### src/rtl/noc_fifo_pkg.sv
// Shared definitions for the NoC router input-stage byte FIFOs: default
// geometry and the packet-type codes carried in bits [2:0] of a header byte.
package noc_fifo_pkg;

  localparam int FIFO_WIDTH = 8;
  localparam int FIFO_DEPTH = 32;

  localparam logic [2:0] READ_RESP  = 3'b011;
  localparam logic [2:0] WRITE_RESP = 3'b100;
  localparam logic [2:0] MESSAGE    = 3'b101;

  function automatic logic [2:0] pkt_type(input logic [FIFO_WIDTH-1:0] head);
    return head[2:0];
  endfunction

endpackage

### src/rtl/single_fifo_mem.sv
// Register-array storage for single_fifo_core: one synchronous write port and
// one asynchronous read port. Contents are deliberately not reset.
module single_fifo_mem
  import noc_fifo_pkg::*;
#(
  parameter int WIDTH = FIFO_WIDTH,
  parameter int DEPTH = FIFO_DEPTH,
  localparam int AW   = $clog2(DEPTH)
) (
  input  logic             clk,
  input  logic             i_we,
  input  logic [AW-1:0]    i_waddr,
  input  logic [WIDTH-1:0] i_wdata,
  input  logic [AW-1:0]    i_raddr,
  output logic [WIDTH-1:0] o_rdata
);

  logic [WIDTH-1:0] r_mem [DEPTH];

  always_ff @(posedge clk) begin
    if (i_we) r_mem[i_waddr] <= i_wdata;
  end

  assign o_rdata = r_mem[i_raddr];

endmodule

### src/rtl/single_fifo_core.sv
// First-word-fall-through byte FIFO with wrap-bit pointers. Defining
// SINGLE_FIFO_ERR_EN adds sticky overflow/underflow outputs.
module single_fifo_core
  import noc_fifo_pkg::*;
#(
  parameter int WIDTH = FIFO_WIDTH,
  parameter int DEPTH = FIFO_DEPTH
) (
  input  logic             clk,
  input  logic             reset,
  input  logic [WIDTH-1:0] in,
  input  logic             write,
  input  logic             read,
  output logic [WIDTH-1:0] out,
  output logic             empty,
  output logic             full
`ifdef SINGLE_FIFO_ERR_EN
  ,
  output logic             overflow,
  output logic             underflow
`endif
);

  localparam int AW = $clog2(DEPTH);

  if (DEPTH < 2 || (1 << AW) != DEPTH) begin : g_depth_chk
    $error("single_fifo_core: DEPTH must be a power of two >= 2");
  end

  logic [AW:0]      r_wr_ptr;
  logic [AW:0]      r_rd_ptr;
  logic             w_push;
  logic             w_pop;
  logic [WIDTH-1:0] w_rdata;

  assign empty = (r_wr_ptr == r_rd_ptr);
  assign full  = (r_wr_ptr[AW-1:0] == r_rd_ptr[AW-1:0]) &&
                 (r_wr_ptr[AW] != r_rd_ptr[AW]);

  // A pop frees the slot in the same edge, so a full FIFO still accepts a push alongside it.
  assign w_pop  = read && !empty;
  assign w_push = write && (!full || w_pop);

  always_ff @(posedge clk or negedge reset) begin
    if (!reset) begin
      r_wr_ptr <= '0;
      r_rd_ptr <= '0;
    end else begin
      if (w_push) r_wr_ptr <= r_wr_ptr + 1'b1;
      if (w_pop)  r_rd_ptr <= r_rd_ptr + 1'b1;
    end
  end

  single_fifo_mem #(
    .WIDTH (WIDTH),
    .DEPTH (DEPTH)
  ) u_mem (
    .clk     (clk),
    .i_we    (w_push),
    .i_waddr (r_wr_ptr[AW-1:0]),
    .i_wdata (in),
    .i_raddr (r_rd_ptr[AW-1:0]),
    .o_rdata (w_rdata)
  );

  assign out = empty ? '0 : w_rdata;

`ifdef SINGLE_FIFO_ERR_EN
  logic r_overflow;
  logic r_underflow;

  always_ff @(posedge clk or negedge reset) begin
    if (!reset) begin
      r_overflow  <= 1'b0;
      r_underflow <= 1'b0;
    end else begin
      if (write && full && !read) r_overflow  <= 1'b1;
      if (read && empty)          r_underflow <= 1'b1;
    end
  end

  assign overflow  = r_overflow;
  assign underflow = r_underflow;
`endif

endmodule

### config.mk
export PLATFORM = sky130hd
export DESIGN_NAME = single_fifo_core
export DESIGN_NICKNAME = d
export VERILOG_FILES = /design/src/rtl/noc_fifo_pkg.sv /design/src/rtl/single_fifo_mem.sv /design/src/rtl/single_fifo_core.sv
export SDC_FILE = /design/constraint.sdc
export NUM_CORES = 1
export LEC_CHECK = 0
export CORE_ASPECT_RATIO = 0.9
export CORE_MARGIN = 5
export CORE_UTILIZATION = 62
export CTS_CLUSTER_DIAMETER = 30
export DETAILED_ROUTE_END_ITERATION = 7
export PLACE_DENSITY_LB_ADDON = 0.2
export SYNTH_ARGS = -nofsm -noshare
export SYNTH_HDL_FRONTEND = slang
export SYNTH_SLANG_ARGS = --single-unit
### constraint.sdc
create_clock -name clk -period 3 [get_ports clk]
set_clock_uncertainty 0.2 [all_clocks]
set_input_delay 0.6 -clock clk [delete_from_list [all_inputs] [get_ports clk]]
set_output_delay 0.6 -clock clk [all_outputs]
set_load 0.02 [all_outputs]
== Word level (Yosys, flattened, before mapping) ==
Memory sizes are Yosys's and may differ from the RTL's.
Index checks and enable logic that the tools add are counted.
Storage, ports and cells
  bits in registers: 12
  bits in latches: 0
  RAM bits: 256
  ROM bits: 0
  memories: 1
Memory list
  u_mem.r_mem: depth 32, width 8, rd ports 1, clocked after memory_dff 0, wr ports 1, RTL line single_fifo_mem.sv:18  | logic [WIDTH-1:0] r_mem [DEPTH];
Operators by class
  add/sub/neg operators: 2
  multiply operators: 0
  divide/modulo/power cells: 0
  $lt $le $gt $ge: 0
  equality and inequality tests: 3
  shift operators: 0
  multiplexer cells: 3
  bitwise gates (word level): 0
  reductions and logical operators: 6
Operators by type and width (number)
  $add A6 B1 Y6 const B: 2
  $mux W8: 1
  $eq A6 B6 Y1: 1
  $eq A5 B5 Y1: 1
  $logic_and A1 B1 Y1: 3
  $logic_not A1 Y1: 2
  $mux W1: 2
  $logic_or A1 B1 Y1: 1
  $ne A1 B1 Y1: 1

== Logic depth before layout (Yosys ltp) ==
  depth in word-level cells: 7
  gate-level depth with buffers: 8

== Cells and area by module ==
From an unflattened synthesis, not the netlist that was laid out.
Unflattened totals
  cells, all modules: 472
  area total of the unflattened synthesis: 10588.9 um2
By module, submodules not included
  single_fifo_mem: instances 1, cells an instance 409, area an instance 9893.2 um2
  single_fifo_core: instances 1, cells an instance 63, area an instance 695.7 um2

== Worst setup path before layout ==
OpenSTA, ideal clock, no wires.
  path type: reg-to-output
  from: register r_rd_ptr[2]
  to: output out[0]
  arrival: 1.935 ns
  path slack: 0.265 ns
  cell stages (with the launch flop): 7
  buffers on the path: 3
  cell sequence: dfrtp_1 > buf_2 > buf_2 > nor2b_1 > clkbuf_1 > a211oi_1 > nor3_1
On the way
  longest elaborated chain between the ends: 2
  elaborated cells on any way between the ends: 3
  classes of those cells: eq/ne (1); mux (1); memory (1)
RTL lines
  start, declared: RTL line single_fifo_core.sv:31  | logic [AW:0] r_rd_ptr;
  start signal, assigned: RTL line single_fifo_core.sv:50  | if (w_pop) r_rd_ptr <= r_rd_ptr + 1'b1;
  $mem_v2 Z32 W8 or $eq A6 B6 Y1 (tied branches)
  $mux W8 *: RTL line single_fifo_core.sv:66  | assign out = empty ? '0 : w_rdata;
  end, declared: RTL line single_fifo_core.sv:14  | output logic [WIDTH-1:0] out,
Every way passes the cells marked *; elsewhere a longest branch is shown, timed or not.

== Worst setup path after layout ==
  from: register r_rd_ptr[0]
  to: output out[7]
The elaborated chain is that of the path after synthesis.

==> impl_metrics.tcl <==
set metrics [dict create \
    portBuffers 21 \
    clock.fmax_ghz 0.296 \
    ir_drop_mv 0.610 \
    syn_inst 536 \
    finalSetupViolations 8 \
    layout_common_cells "edfxtp_1, clkbuf_16, mux4_2, buf_4, and3_1" \
    grt_usage 0.247 \
    fin_crit_ns 3.38 \
    drv_cap 0 \
    die_height_um 135 \
    core_region_area_mm2 0.0169 \
    synth_nets 553 \
    reg2reg_slack_ns 0.16 \
    drc 0 \
    cts_root_buf "clkbuf_16" \
    post-place-ws_ns -0.454 \
    syn_to_final_growth_pct 26.7 \
    rsz0062_at_grt "true" \
    final_cells 902 \
    finalCritPeriodShare 1.13 \
    fin_nets 648 \
    ys_warn_count 0 \
    cp_max_fo 6 \
    place.gp.congestion 0.844 \
    cts_sinks 268 \
    antenna_cells 0 \
    place_area_mm2 0.0115 \
    grt_start_max_net_pins 39 \
    worst_slew_pin_slew_ns 0.597 \
    cts_buffer_depth 3 \
    totalWireLength_mm 25.0 \
    p_leak_uw 0.00475 \
    ys_seq_elements 268 \
    drt_iter0_drc 565 \
    ys.flop_type "edfxtp_1" \
    fin_area_mm2 0.0136 \
    status "complete, but fails checks" \
    ys_async_sr_fraction 0.0448 \
    end_kind "output port" \
    min_path_type "in -> async" \
    crit_type "reg -> out" \
    final_common_cell "edfxtp_1" \
    vias 5818 \
    dp_hpwl_mm 13.7 \
    cpMostUsedCell "buf_6" \
    synth_edf_count 256 \
    vias_per_cell 6.45 \
    cts_buffers 44 \
    cts_hold_buf 0 \
    postRouteAntennaNets 0 \
    cts_max_level 2 \
    critPathTopFamily "buffers and inverters" \
    antenna_found_initial 0 \
    fin_ws_ns -0.376 \
    io_pins 22 \
    hold_viol 0 \
    grt-ovfl-total 0 \
    power_density_mw_per_mm2 1080 \
    seq_area_frac_synth 0.744 \
    worstPathRequired_ns 2.20 \
    arrival_ns 2.58 \
    start_util 0.634 \
    violations "negative setup slack" \
    cts_tree "built" \
    synthesis.area_mm2 0.0107 \
    drv_slew 0 \
    critPathMaxStageDelay_ns 0.51 \
    die-width_um 149 \
    path_buf_inv 5 \
    grt_pass1_vias 5977 \
    drive_above_1_share 0.364 \
    slowest_stage "dfrtp_4" \
    max_slew_margin 0.601 \
    ys_types 40 \
    rows 45 \
    dieArea_mm2 0.0201 \
    finalPower_uw 14700 \
    path_cells "buf_8 -> clkbuf_16 -> buf_6 -> buf_6 -> mux2i_1 -> o221ai_1 -> a211oi_1 -> nor3_1 -> buf_2" \
    critPathLaunchType "register" \
    first_pass_iters 5 \
    syn_area_per_cell_um2 20.0 \
    place_inst 805 \
    insertion_delay_ns 0.53 \
    wl_per_cell_um 27.7 \
    path_clk_slew_ns 0.05 \
    grt_first_pass_wirelength_mm 36.4 \
]
[stage by stage]
| step | util | setup TNS (ns) | hold slack (ns) |
|---|---|---|---|
| detailed placement | 0.679 | -3.04 | 0.285 |
| finish | 0.803 | -2.62 | 0.252 |
| global placement | 0.679 | -3.08 | 0.275 |
| global route | 0.803 | -3.00 | 0.289 |
| CTS | 0.787 | -2.86 | 0.258 |
| floorplan | - | 0 | 0.104 |
[where the power goes]
| group | internal [uW] | total, uW | switching, uW | leakage, uW |
|---|---|---|---|---|
| Clock | 3170 | 4900 | 1730 | 0.000708 |
| Sequential | 4420 | 4560 | 137 | 0.00245 |
| Combinational | 2490 | 5290 | 2800 | 0.00159 |
| Total | 10100 | 14700 | 4670 | 0.00475 |
[state kept, by name, indices dropped and copies added, names as in the netlist]
| signal | cells |
|---|---|
| r_rd_ptr | 6 |
| r_wr_ptr | 6 |
| u_mem.r_mem | 256 |
[logic make-up (layout without fill, tap and decap cells)]
logic type | Yosys count | after routing | synth area share
flops | 268 | 268 | 0.744
fa+ha+maj | 5 | 5 | 0.00583
mux | 81 | 81 | 0.135
simple gates | 79 | 79 | 0.0417
buf+inv | 38 | 169 | 0.0210
compound gates | 49 | 49 | 0.0394
xor+xnor | 16 | 16 | 0.0131
[routing by layer]
metal  global-route usage  vias to the layer above  share of wire
li1                     -                     2434              -
met3               0.0510                       67          0.080
met2                0.407                      323           0.51
met1                0.337                     2994           0.38
met5                    0                        -              0
met4               0.0785                        0          0.030
[final timing paths]
path,from,to,cells after the start
min,reset,r_rd_ptr[4],1
min in group clk,r_rd_ptr[5],r_rd_ptr[5],1
min reg2reg,r_rd_ptr[5],r_rd_ptr[5],1
max,r_rd_ptr[0],out[7],9
max reg2reg,r_rd_ptr[0],u_mem.r_mem[15][1],11
max in group asynchronous,reset,r_rd_ptr[0],1
[worst reg2reg max path, cell delays in order (launching register included)]
cell and delay (ns):
dfrtp_4 0.51, buf_12 0.16, buf_16 0.15, xor2_1 0.16, nor2_1 0.07, buf_4 0.13
buf_4 0.13, a31oi_2 0.20, buf_12 0.21, nand4_1 0.20, nor2_1 0.22, buf_4 0.21
[final cells by class]
cell class,count,area (um2)
inverter,3,11.3
timing repair buffer,84,905
clock buffer,54,1180
fill,807,3340
tap,235,294
clock inverter,28,292
sequential,268,7990
multi-input combinational,230,2930
[repair_timing]
action	CTS	global route
buffers inserted	9	3
cloned	2	3
endpoints found under the setup margin	10	10
pin swaps	24	20
gates resized for setup	108	41
[Yosys cell counts, types with 2 or more instances]
library cell,number,share of area
edfxtp_1,256,0.72
clkbuf_1,14,0.0049
xnor2_1,6,0.0049
a2111oi_1,4,0.0037
and3b_1,2,0.0016
buf_1,3,0.0010
nand3b_1,2,0.0014
nor2_1,7,0.0024
nand3_1,2,0.00093
and3_1,33,0.019
buf_12,2,0.0037
o221ai_1,7,0.0057
dfrtp_1,12,0.028
ha_1,5,0.0058
inv_1,3,0.0010
mux2i_1,31,0.029
nor3b_1,3,0.0021
a22o_1,15,0.012
o22ai_1,8,0.0047
buf_4,2,0.0014
mux4_2,38,0.080
a211oi_1,8,0.0056
xor2_1,10,0.0082
buf_2,10,0.0047
nand4_1,2,0.0012
nor2b_1,2,0.0012
nand2_1,10,0.0035
a2111oi_2,4,0.0056
buf_6,4,0.0042
nor3_1,12,0.0056
mux4_1,10,0.024
Power figures use the tool's default switching activity.
